`src/rtl/mult_pipe_chain.sv`:
```
// Multiplier-datapath pipeline register chain: carries result, destination, write enable,
// instruction and PC from issue to writeback, with stall, kill, occupancy and hazard query.
module mult_pipe_chain #(
    parameter int STAGES = 4,
    parameter int DATA_W = 32,
    parameter int ADDR_W = 5,
    parameter int CNT_W  = 4
) (
    input  logic              clk_i,
    input  logic              rst_i,
    input  logic              kill_i,
    input  logic              stall_i,
    input  logic              in_valid_i,
    input  logic [DATA_W-1:0] in_data_i,
    input  logic [ADDR_W-1:0] in_addr_i,
    input  logic              in_we_i,
    input  logic [DATA_W-1:0] in_instr_i,
    input  logic [DATA_W-1:0] in_pc_i,
    output logic              out_valid_o,
    output logic [DATA_W-1:0] out_data_o,
    output logic [ADDR_W-1:0] out_addr_o,
    output logic              out_we_o,
    output logic [DATA_W-1:0] out_instr_o,
    output logic [DATA_W-1:0] out_pc_o,
    input  logic [ADDR_W-1:0] query_addr_i,
    output logic              hazard_o,
    output logic [CNT_W-1:0]  count_o,
    output logic              empty_o,
    output logic              full_o
);

    logic [STAGES-1:0] valid_reg;
    logic [STAGES-1:0] we_reg;
    logic [DATA_W-1:0] data_reg  [STAGES];
    logic [ADDR_W-1:0] addr_reg  [STAGES];
    logic [DATA_W-1:0] instr_reg [STAGES];
    logic [DATA_W-1:0] pc_reg    [STAGES];
    logic [CNT_W-1:0]  count_reg;
    logic [CNT_W-1:0]  count_next;
    logic [STAGES-1:0] hit;

    // Occupancy changes only by what enters stage 0 minus what retires from the last stage.
    assign count_next = count_reg + CNT_W'(in_valid_i) - CNT_W'(valid_reg[STAGES-1]);

    always_ff @(posedge clk_i) begin
        if (rst_i || kill_i) begin
            for (int i = 0; i < STAGES; i++) begin
                valid_reg[i] <= 1'b0;
                we_reg[i]    <= 1'b0;
                data_reg[i]  <= '0;
                addr_reg[i]  <= '0;
                instr_reg[i] <= '0;
                pc_reg[i]    <= '0;
            end
            count_reg <= '0;
        end else if (!stall_i) begin
            // A bubble enters with every field zeroed so invalid stages never carry stale data.
            valid_reg[0] <= in_valid_i;
            we_reg[0]    <= in_valid_i & in_we_i;
            data_reg[0]  <= in_valid_i ? in_data_i  : '0;
            addr_reg[0]  <= in_valid_i ? in_addr_i  : '0;
            instr_reg[0] <= in_valid_i ? in_instr_i : '0;
            pc_reg[0]    <= in_valid_i ? in_pc_i    : '0;
            for (int i = 1; i < STAGES; i++) begin
                valid_reg[i] <= valid_reg[i-1];
                we_reg[i]    <= we_reg[i-1];
                data_reg[i]  <= data_reg[i-1];
                addr_reg[i]  <= addr_reg[i-1];
                instr_reg[i] <= instr_reg[i-1];
                pc_reg[i]    <= pc_reg[i-1];
            end
            count_reg <= count_next;
        end
    end

    genvar gi;
    generate
        for (gi = 0; gi < STAGES; gi++) begin : g_hit
            assign hit[gi] = valid_reg[gi] && we_reg[gi] && (addr_reg[gi] == query_addr_i);
        end
    endgenerate

    // Register x0 is hardwired zero, so a pending write to it is never a hazard.
    assign hazard_o    = (|hit) && (query_addr_i != '0);

    assign out_valid_o = valid_reg[STAGES-1];
    assign out_we_o    = valid_reg[STAGES-1] & we_reg[STAGES-1];
    assign out_data_o  = data_reg[STAGES-1];
    assign out_addr_o  = addr_reg[STAGES-1];
    assign out_instr_o = instr_reg[STAGES-1];
    assign out_pc_o    = pc_reg[STAGES-1];

    assign count_o     = count_reg;
    assign empty_o     = (count_reg == '0);
    assign full_o      = (count_reg == CNT_W'(STAGES));

endmodule
```
`config.mk`:
```
export PLATFORM = sky130hd
export DESIGN_NAME = mult_pipe_chain
export DESIGN_NICKNAME = d
export VERILOG_FILES = /design/src/rtl/mult_pipe_chain.sv
export SDC_FILE = /design/constraint.sdc
export NUM_CORES = 1
export LEC_CHECK = 0
export ABC_AREA = 0
export CORE_MARGIN = 2
export CORE_UTILIZATION = 30
export DETAILED_ROUTE_END_ITERATION = 8
export PLACE_DENSITY_LB_ADDON = 0.08
export SKIP_LAST_GASP = 1
export SYNTH_ARGS = -nofsm -noshare
export SYNTH_HDL_FRONTEND = slang
export SYNTH_SLANG_ARGS = --single-unit
```
`constraint.sdc`:
```
create_clock -name clk_i -period 15 [get_ports clk_i]
set_input_delay 3 -clock clk_i [delete_from_list [all_inputs] [get_ports clk_i]]
set_output_delay 3 -clock clk_i [all_outputs]
set_load 0.05 [all_outputs]
```
==> metrics.txt <==
clock skew=0.0111 ns; clock buffer count from CTS=49; total power draw=0.00259 W; Worst setup EP type=output pin; largest net degree at the start of global routing=227; Max IR drop VDD=74.8 µV; Setup Viol. Count Final=0; FF/Latch Area=12,400 µm²; first-pass iteration count of the detailed router=4; Worst Hold Class=reg2reg; proportion of layout cells with a drive suffix above 1=6.30%; overall routing resource usage=10.8%; status=completed; num rows=85; DP Wirelength=16,600 µm; post-synthesis sequential area ratio=76.1%; CTS root buffer=clkbuf_16; worst slew pin tran=1.13 ns; worst hold path depth=1; vias in the first global route=7,765; Die W=237 µm; Mapped Area=16,300 µm²; Max-Cap Viols=0; Die H=237 µm; clock slew at reported path FFs=0.06 ns; postcts setup bufs=0; IO Count=222; setup TNS=0 ns; fmax=120 MHz; post-DR wirelength/cell=15.7 µm; total gr overflow=0; final hold vios=0; most common cell after layout, fill and taps aside=edfxtp_1; port buffer count=221; Vias=7,820; critical path type=in2out; Filler Cells Inserted=5,027; DRC viols=0; CTS tree=yes; routed vias/inst=4.10; RSZ-0062 raised after global routing=no; Max clock buf depth=3; final WL=30,000 µm; Worst Path Required=12.00 ns; Slew Limit Fails=0; most frequent cells in the layout=edfxtp_1, and2_1, clkdlybuf4s50_1; Power per Cell Area=129 nW/µm²; crit start category=primary input; initial antenna violation count=8; flops & latches, synth=416; area taken by multi-input logic gates=3050 µm²; Syn Nets=1,138; Critical Path AT=5.35 ns; YS warnings=0; ANT nets after route=0; period utilization=55.7%; Starting Density=30.3%; Die ar.=56,100 µm²; Synth Instances=1,019; first-pass GRT wire length=46,900 µm; worst-path maximum fanout=5; RePlAce Congestion=0.711; Avg Cell Area, Syn=16.0 µm²; worst relative slew slack=24.9%; # hold bufs at CTS=0; Synth cell types=28; Leakage=8.08 nW; Core Region=53,700 µm²; Clk Latency, worst-skew pair=0.57 ns; r2r worst-path depth=8; Layout Utilization=37.4%; post-cts gate resize count=0; layout overhead on the synthesized area=23.7%; DRT iter0 DRCs=413; H-tree Lvls=2; clock sinks=416; fin crit period=8.35 ns; # nets final=1,288
## area by class of cell
cell class | count | area share [%]
Antenna cell | 5 | 0.0622
Clock buffer | 66 | 6.42
Clock inverter | 23 | 0.958
Inverter | 8 | 0.187
Multi-Input combinational cell | 465 | 15.2
Sequential cell | 416 | 61.5
Tap cell | 696 | 4.33
Timing Repair Buffer | 229 | 11.3
## layer usage
| layer | global-route usage (%) | up-vias | routed length, µm |
|---|---|---|---|
| li1 | - | 3852 | - |
| met1 | 13.8 | 3721 | 13100 |
| met2 | 16.3 | 161 | 13800 |
| met3 | 3.71 | 76 | 1800 |
| met4 | 4.97 | 10 | 1150 |
| met5 | 0 | - | 58 |
## cell families after synthesis
group / synth area share, %
compound gates: 0.708
xor+xnor: 1.19
fa+ha+maj: 0.585
buf+inv: 5.11
flops: 76.1
simple gates: 16.3
## critical path, cell delays in order
cell             delay [ns]
clkdlybuf4s50_1        0.55
xor2_1                 0.22
nor4_1                 0.36
nand4_1                0.16
nand4_1                0.11
o21a_1                 0.12
clkdlybuf4s50_1        0.84
## per-stage QoR
| step | instances | hold slack (ns) | worst slack (ns) | instance area, µm² |
|---|---|---|---|---|
| after floorplan | 1019 | 0.441 | 3.20 | 16300 |
| after global placement | 1814 | 0.456 | 6.74 | 18600 |
| after detailed placement | 1814 | 0.458 | 6.67 | 18600 |
| after CTS | 1903 | 0.476 | 6.67 | 20100 |
| after global routing | 1904 | 0.484 | 6.51 | 20100 |
| final | 1908 | 0.477 | 6.65 | 20100 |
## where the power goes
group	leakage [nW]	internal (W)	switching, W	total [W]
registers	4.79	0.00132	0.0000118	0.00133
clock network	0.720	0.000653	0.000462	0.00111
logic	2.57	0.0000557	0.0000902	0.000146
## final timing paths
check / start / end / slack [ns]
min reg2reg: we_reg[3] / we_reg[3] / 0.48
max reg2reg: count_o[0] / count_o[2] / 13.29
min: we_reg[3] / we_reg[3] / 0.48
max: query_addr_i[3] / hazard_o / 6.65
## cells in the mapped netlist (all sizes together)
library cell | number | area share (%)
a21o | 1 | 0.046
a21oi | 1 | 0.031
a22o | 7 | 0.38
a32o | 1 | 0.062
and2 | 304 | 12
and3 | 103 | 4.0
buf | 77 | 3.4
clkbuf | 53 | 1.5
dfxtp | 12 | 1.5
edfxtp | 404 | 75
fa | 1 | 0.12
ha | 6 | 0.46
inv | 8 | 0.18
nand2 | 1 | 0.023
nand3 | 1 | 0.031
nand4 | 4 | 0.15
nor3 | 1 | 0.10
nor3b | 1 | 0.077
nor4 | 4 | 0.15
o21a | 1 | 0.046
o21ai | 1 | 0.031
o22ai | 3 | 0.12
or3 | 1 | 0.039
or4 | 1 | 0.046
xnor2 | 5 | 0.27
xor2 | 17 | 0.92
(Power assumes the default switching activity.)
